$ cat src/rtl/ysyx_ifu_fetch_if.sv
// Fetch-unit bundle: instruction-bus request/response, redirect, and decode-side
// output. master = fetch unit, slave = the arbiter/decode/redirect environment.
interface ysyx_ifu_fetch_if #(
    parameter int ADDR_W = 32,
    parameter int DATA_W = 32
);
    logic [DATA_W-1:0] ifu_araddr;
    logic              ifu_arvalid;
    logic [DATA_W-1:0] ifu_rdata;
    logic              ifu_rvalid;
    logic              redirect_valid;
    logic [ADDR_W-1:0] redirect_pc;
    logic              out_valid;
    logic [DATA_W-1:0] out_inst;
    logic [ADDR_W-1:0] out_pc;
    logic              out_ready;

    modport master (
        output ifu_araddr, ifu_arvalid, out_valid, out_inst, out_pc,
        input  ifu_rdata, ifu_rvalid, redirect_valid, redirect_pc, out_ready
    );

    modport slave (
        input  ifu_araddr, ifu_arvalid, out_valid, out_inst, out_pc,
        output ifu_rdata, ifu_rvalid, redirect_valid, redirect_pc, out_ready
    );
endinterface

$ cat src/rtl/ysyx_ifu_fetch.sv
// Instruction fetch unit: issues one outstanding bus read at a time into a
// 2-entry {pc, inst} FIFO, with redirect flush and in-flight response discard.
module ysyx_ifu_fetch #(
    parameter int                ADDR_W   = 32,
    parameter int                DATA_W   = 32,
    parameter logic [ADDR_W-1:0] RESET_PC = 32'h30000000
) (
    input logic              clk,
    input logic              rst,
    ysyx_ifu_fetch_if.master bus
);
    typedef enum logic [1:0] {IDLE, REQ, DISCARD} state_e;

    state_e            state_q, state_d;
    logic [ADDR_W-1:0] pc_q, pc_d;
    logic [ADDR_W-1:0] req_addr_q, req_addr_d;
    logic              arvalid_q, arvalid_d;
    logic              started_q, started_d;
    logic [1:0]        count_q, count_d;
    logic              wr_ptr_q, wr_ptr_d;
    logic              rd_ptr_q, rd_ptr_d;
    logic [ADDR_W-1:0] fifo_pc_q [2];
    logic [ADDR_W-1:0] fifo_pc_d [2];
    logic [DATA_W-1:0] fifo_inst_q [2];
    logic [DATA_W-1:0] fifo_inst_d [2];

    logic              redirect, push, pop;
    logic [ADDR_W-1:0] pc_inc;

    always_comb begin
        redirect    = bus.redirect_valid;
        pc_inc      = pc_q + ADDR_W'(4);
        pop         = (count_q != 2'd0) && bus.out_ready && !redirect;
        push        = (state_q == REQ) && bus.ifu_rvalid && !redirect;

        state_d     = state_q;
        pc_d        = pc_q;
        req_addr_d  = req_addr_q;
        started_d   = 1'b1;
        count_d     = count_q;
        wr_ptr_d    = wr_ptr_q;
        rd_ptr_d    = rd_ptr_q;
        fifo_pc_d   = fifo_pc_q;
        fifo_inst_d = fifo_inst_q;

        if (redirect) begin
            count_d  = '0;
            wr_ptr_d = 1'b0;
            rd_ptr_d = 1'b0;
        end else begin
            if (push) begin
                fifo_pc_d[wr_ptr_q]   = req_addr_q;
                fifo_inst_d[wr_ptr_q] = bus.ifu_rdata;
                wr_ptr_d              = ~wr_ptr_q;
            end
            if (pop) rd_ptr_d = ~rd_ptr_q;
            count_d = count_q + {1'b0, push} - {1'b0, pop};
        end

        // started_q holds off the first request one cycle past reset release
        case (state_q)
            IDLE: begin
                if (redirect) begin
                    pc_d = bus.redirect_pc;
                end else if (started_q && count_d != 2'd2) begin
                    state_d    = REQ;
                    req_addr_d = pc_q;
                end
            end
            REQ: begin
                if (redirect) begin
                    pc_d    = bus.redirect_pc;
                    state_d = bus.ifu_rvalid ? IDLE : DISCARD;
                end else if (bus.ifu_rvalid) begin
                    pc_d = pc_inc;
                    if (count_d != 2'd2) req_addr_d = pc_inc;
                    else                 state_d    = IDLE;
                end
            end
            DISCARD: begin
                if (redirect)       pc_d    = bus.redirect_pc;
                if (bus.ifu_rvalid) state_d = IDLE;
            end
            default: state_d = IDLE;
        endcase

        arvalid_d = (state_d != IDLE);
    end

    always_ff @(posedge clk or posedge rst) begin
        if (rst) begin
            state_q     <= IDLE;
            pc_q        <= RESET_PC;
            req_addr_q  <= '0;
            arvalid_q   <= 1'b0;
            started_q   <= 1'b0;
            count_q     <= '0;
            wr_ptr_q    <= 1'b0;
            rd_ptr_q    <= 1'b0;
            fifo_pc_q   <= '{default: '0};
            fifo_inst_q <= '{default: '0};
        end else begin
            state_q     <= state_d;
            pc_q        <= pc_d;
            req_addr_q  <= req_addr_d;
            arvalid_q   <= arvalid_d;
            started_q   <= started_d;
            count_q     <= count_d;
            wr_ptr_q    <= wr_ptr_d;
            rd_ptr_q    <= rd_ptr_d;
            fifo_pc_q   <= fifo_pc_d;
            fifo_inst_q <= fifo_inst_d;
        end
    end

    assign bus.ifu_araddr  = DATA_W'(req_addr_q);
    assign bus.ifu_arvalid = arvalid_q;
    assign bus.out_valid   = (count_q != 2'd0);
    assign bus.out_inst    = fifo_inst_q[rd_ptr_q];
    assign bus.out_pc      = fifo_pc_q[rd_ptr_q];
endmodule

$ cat src/flat_wrapper.sv
// flat-port wrapper written by rule: the top's interface ports become plain ports
module ysyx_ifu_fetch_flat 
#(
    parameter int                ADDR_W   = 32,
    parameter int                DATA_W   = 32,
    parameter logic [ADDR_W-1:0] RESET_PC = 32'h30000000
)
  (clk, rst, bus_ifu_araddr, bus_ifu_arvalid, bus_out_valid, bus_out_inst, bus_out_pc, bus_ifu_rdata, bus_ifu_rvalid, bus_redirect_valid, bus_redirect_pc, bus_out_ready);
  ysyx_ifu_fetch_if #(.ADDR_W(ADDR_W), .DATA_W(DATA_W)) bus_i ();
  input logic clk;
  input logic rst;
  output wire logic [$bits(bus_i.ifu_araddr)-1:0] bus_ifu_araddr;
  output wire logic [$bits(bus_i.ifu_arvalid)-1:0] bus_ifu_arvalid;
  output wire logic [$bits(bus_i.out_valid)-1:0] bus_out_valid;
  output wire logic [$bits(bus_i.out_inst)-1:0] bus_out_inst;
  output wire logic [$bits(bus_i.out_pc)-1:0] bus_out_pc;
  input wire logic [$bits(bus_i.ifu_rdata)-1:0] bus_ifu_rdata;
  input wire logic [$bits(bus_i.ifu_rvalid)-1:0] bus_ifu_rvalid;
  input wire logic [$bits(bus_i.redirect_valid)-1:0] bus_redirect_valid;
  input wire logic [$bits(bus_i.redirect_pc)-1:0] bus_redirect_pc;
  input wire logic [$bits(bus_i.out_ready)-1:0] bus_out_ready;
  assign bus_ifu_araddr = bus_i.ifu_araddr;
  assign bus_ifu_arvalid = bus_i.ifu_arvalid;
  assign bus_out_valid = bus_i.out_valid;
  assign bus_out_inst = bus_i.out_inst;
  assign bus_out_pc = bus_i.out_pc;
  assign bus_i.ifu_rdata = bus_ifu_rdata;
  assign bus_i.ifu_rvalid = bus_ifu_rvalid;
  assign bus_i.redirect_valid = bus_redirect_valid;
  assign bus_i.redirect_pc = bus_redirect_pc;
  assign bus_i.out_ready = bus_out_ready;
  ysyx_ifu_fetch #(.ADDR_W(ADDR_W), .DATA_W(DATA_W), .RESET_PC(RESET_PC)) u_core (.clk(clk), .rst(rst), .bus(bus_i));
endmodule
$ cat config.mk
export PLATFORM = sky130hd
export DESIGN_NAME = ysyx_ifu_fetch_flat
export DESIGN_NICKNAME = d
export VERILOG_FILES = /design/src/rtl/ysyx_ifu_fetch_if.sv /design/src/rtl/ysyx_ifu_fetch.sv /design/src/flat_wrapper.sv
export SDC_FILE = /design/constraint.sdc
export NUM_CORES = 1
export LEC_CHECK = 0
export BUFFER_PORTS_ARGS = -buffer_cell sky130_fd_sc_hd__buf_2
export CAP_MARGIN = 20
export CORE_MARGIN = 10
export CORE_UTILIZATION = 34
export CTS_BUF_LIST = sky130_fd_sc_hd__clkbuf_16
export CTS_CLUSTER_DIAMETER = 30
export CTS_CLUSTER_SIZE = 30
export DETAILED_ROUTE_END_ITERATION = 10
export HOLD_SLACK_MARGIN = 0.03
export SETUP_SLACK_MARGIN = 0.2
export SLEW_MARGIN = 5
export SYNTH_ARGS = -nofsm -noshare
export SYNTH_HDL_FRONTEND = slang
export SYNTH_SLANG_ARGS = --single-unit
export TNS_END_PERCENT = 20
$ cat constraint.sdc
create_clock -name clk -period 11.1 [get_ports clk]
set_input_delay 1.665 -clock clk [delete_from_list [all_inputs] [get_ports clk]]
set_output_delay 1.665 -clock clk [all_outputs]
set_load 0.01 [all_outputs]
==> flow_summary.json <==
{
  "slew_headroom": 0.357,
  "drive_above_1_share": 0.410,
  "path_clk_slew_ps": 70,
  "fin_skew_ps": 12.4,
  "synthMostInstantiatedCell": "dfrtp_1",
  "criticalPathCategory": "in -> reg",
  "setup_viol": 0,
  "tns_ps": 0,
  "path_cells": "buf_2 > a21oi_1 > or2_1 > nor2_1 > ha_1 > xor3_1 > a211oi_4 > buf_4 > mux2_2",
  "synth_top_family_by_area": "multiplexers",
  "cp-end-kind": "flop",
  "die_area_um2": 35800,
  "ir_drop_uv": 99.2,
  "power_frac_seq": 0.453,
  "clock_path_buffers": 2,
  "clk_latency_ps": 440,
  "antenna_found_initial": 1,
  "hold_viol_final": 0,
  "nets": 1014,
  "synthesis.area_um2": 9730,
  "yosysTopAreaCell": "dfrtp_1",
  "critPathRequiredTime_ps": 11420,
  "wl_mm": 26.0,
  "intPower_mw": 1.63,
  "timing.final.crit_share": 0.431,
  "switching_power_mw": 0.830,
  "cts-buffers-inserted": 17,
  "cts_root_buf": "clkbuf_16",
  "ys_seq_area_frac": 0.515,
  "synth-async-reset-ratio": 1.00,
  "core_area_um2": 28000,
  "rsz0062_at_grt": "no",
  "synth_mux_area_frac": 0.229,
  "netlist_top_cells_area": "dfrtp_1 51%, mux2_2 19%, mux2_1 4.0%",
  "p_leak_nw": 4.83,
  "grt_max_degree": 130,
  "slowest_stage": "a211oi_4",
  "power_density_nw_per_um2": 215,
  "synthSimpleGateAreaFrac": 0.106,
  "io_pins": 167,
  "die_y_um": 189,
  "initial_utilization": 0.347,
  "synth_common_cells": "198 x dfrtp_1, 161 x mux2_2, 56 x nor2_1",
  "grt_pass1_vias": 7192,
  "hold_path_class": "reg -> reg",
  "pwr-share-comb": 0.291,
  "firstDrtPassIters": 5,
  "gp_congestion": 0.908,
  "fmax_ghz": 0.209,
  "postCtsSetupRepairBufs": 0,
  "portBuffers": 166,
  "ys_ff_latch": 200,
  "synth_xor_area_frac": 0.0150,
  "drv_cap": 0,
  "syn_nets": 880,
  "core.rowCount": 61,
  "ff_latch_area_um2": 5010,
  "fin_crit_ps": 4780,
  "cp.arrival_ps": 5100,
  "viasPerCell": 5.31,
  "multiInputGateArea_um2": 4400,
  "syn_area_per_cell_um2": 12.0,
  "cts-hold-fix-buffers": 0,
  "cts_htree_levels": 4,
  "critPathMaxFanout": 38,
  "drt_iter0_drc": 493,
  "cts_resized": 0,
  "die_w_um": 189,
  "ys_warn_count": 0,
  "outcome": "complete, no violations",
  "worstMarginPinSlew_ps": 962,
  "synth_cell_types": 62,
  "grt-ovfl-total": 0,
  "pwr-share-clk": 0.255,
  "syn_inst": 808,
  "power_mw": 2.46,
  "drv_slew": 0,
  "routedWlPerCell_um": 19.5,
  "syn2layout_area_growth_pct": 17.7,
  "sw_frac_of_total": 0.338,
  "antennaDiodeCount": 0,
  "grt_pass1_wl_mm": 41.7,
  "synth_top_area_frac": 0.509,
  "hpwl_mm": 18.0,
  "ant_nets": 0,
  "synth_edf_count": 0,
  "synth-compound-area-share": 0.0969,
  "drcViolationCount": 0,
  "clock_sinks": 200,
  "start_kind": "input port",
  "max_stage_delay_ps": 850,
  "synthAdderAreaFrac": 0.00386,
  "routed-via-count": 7077,
  "cts_tree": "done",
  "num-fill-cells": 2722,
  "grt_usage": 0.146,
  "ys.flop_type": "dfrtp_1"
}
==> final timing paths <==
check / from / endpoint / slack, ps / cells after the start
worst max register to register: u_core.state_q[0] / u_core.bus.ifu_araddr[0] / 6720 / 8
max in group asynchronous: rst / u_core.fifo_inst_q[48] / 8210 / 3
min in group asynchronous: rst / u_core.fifo_inst_q[29] / 1370 / 2
worst min register to register: u_core.fifo_pc_q[37] / u_core.fifo_pc_q[37] / 490 / 1
worst max-delay path: bus_redirect_valid / u_core.bus.ifu_araddr[0] / 6320 / 9
worst min-delay path: u_core.fifo_pc_q[37] / u_core.fifo_pc_q[37] / 490 / 1
==> layout make-up <==
type	count	area share
Sequential cell	200	0.437
Multi-Input combinational cell	539	0.385
Timing Repair Buffer	176	0.0805
Tap cell	378	0.0413
Clock buffer	17	0.0372
Clock inverter	15	0.0157
Inverter	8	0.00328
==> stage by stage <==
step	hold WS [ps]	utilization	instances	instance area, um2	setup WS [ps]
floorplan	454	-	808	9730	3980
global placement	462	0.386	1299	10800	5990
detailed placement	473	0.386	1299	10800	5880
CTS	491	0.408	1331	11400	6350
global route	500	0.409	1333	11400	6070
finish	485	0.409	1333	11400	6320
==> worst max-delay path, delay by kind of cell <==
kind                       cells  cell delay, ps
AOI/OAI and AO/OA              2            1050
and+or+nand+nor                2             820
buffers and inverters          2             660
muxes                          1             380
xor gates and xnor gates       1             260
adders and majority gates      1             250
==> power groups by stage <==
stage | clock, mW | combinational [mW] | sequential (mW)
finish | 0.627 | 0.716 | 1.11
global route | 0.683 | 0.795 | 1.15
CTS | 0.650 | 0.731 | 1.12
detailed placement | 0 | 0.727 | 1.13
global placement | 0 | 0.716 | 1.12
floorplan | 0 | 0.481 | 1.08
==> sequential cells by signal, summed over array words and instances (netlist names) <==
register                count
u_core.count_q              2
u_core.started_q            1
u_core.state_q              2
u_core.wr_ptr_q             1
u_core.rd_ptr_q             1
u_core.bus.ifu_arvalid      1
u_core.pc_q                32
u_core.fifo_inst_q         64
u_core.bus.ifu_araddr      32
u_core.fifo_pc_q           64
==> cells in the final DEF, fill, tap and decap left out, types with 11 or more instances in the layout <==
| cell | synthesis | layout |
|---|---|---|
| a21oi_1 | 27 | 27 |
| a311oi_1 | 13 | 13 |
| a31oi_1 | 20 | 20 |
| buf_2 | 25 | 166 |
| clkbuf_16 | 0 | 17 |
| dfrtp_1 | 198 | 197 |
| mux2_1 | 35 | 35 |
| mux2_2 | 161 | 161 |
| nand2_1 | 25 | 25 |
| nand3_1 | 16 | 16 |
| nor2_1 | 56 | 56 |
| nor3_1 | 12 | 12 |
| o21ai_0 | 17 | 17 |
| o31ai_1 | 11 | 11 |
| o32ai_1 | 12 | 12 |
==> cells by family (layout without fill, tap and decap cells) <==
| kind of cell | Yosys count | count (layout) |
|---|---|---|
| xor gates and xnor gates | 15 | 15 |
| and+or+nand+nor | 185 | 185 |
| buffers and inverters | 69 | 216 |
| muxes | 198 | 198 |
| AOI/OAI and AO/OA | 137 | 137 |
| other | 1 | 1 |
| DFF | 200 | 200 |
| adders and majority gates | 3 | 3 |
==> routing by layer <==
layer / wire length, um / vias to the layer above / track usage
met4: 388 / 2 / 0.0433
met3: 1800 / 27 / 0.0437
li1: - / 3299 / -
met1: 12200 / 3524 / 0.198
met2: 11700 / 225 / 0.218
met5: 8 / - / 0
No activity file was read; power rests on OpenSTA's default activity.
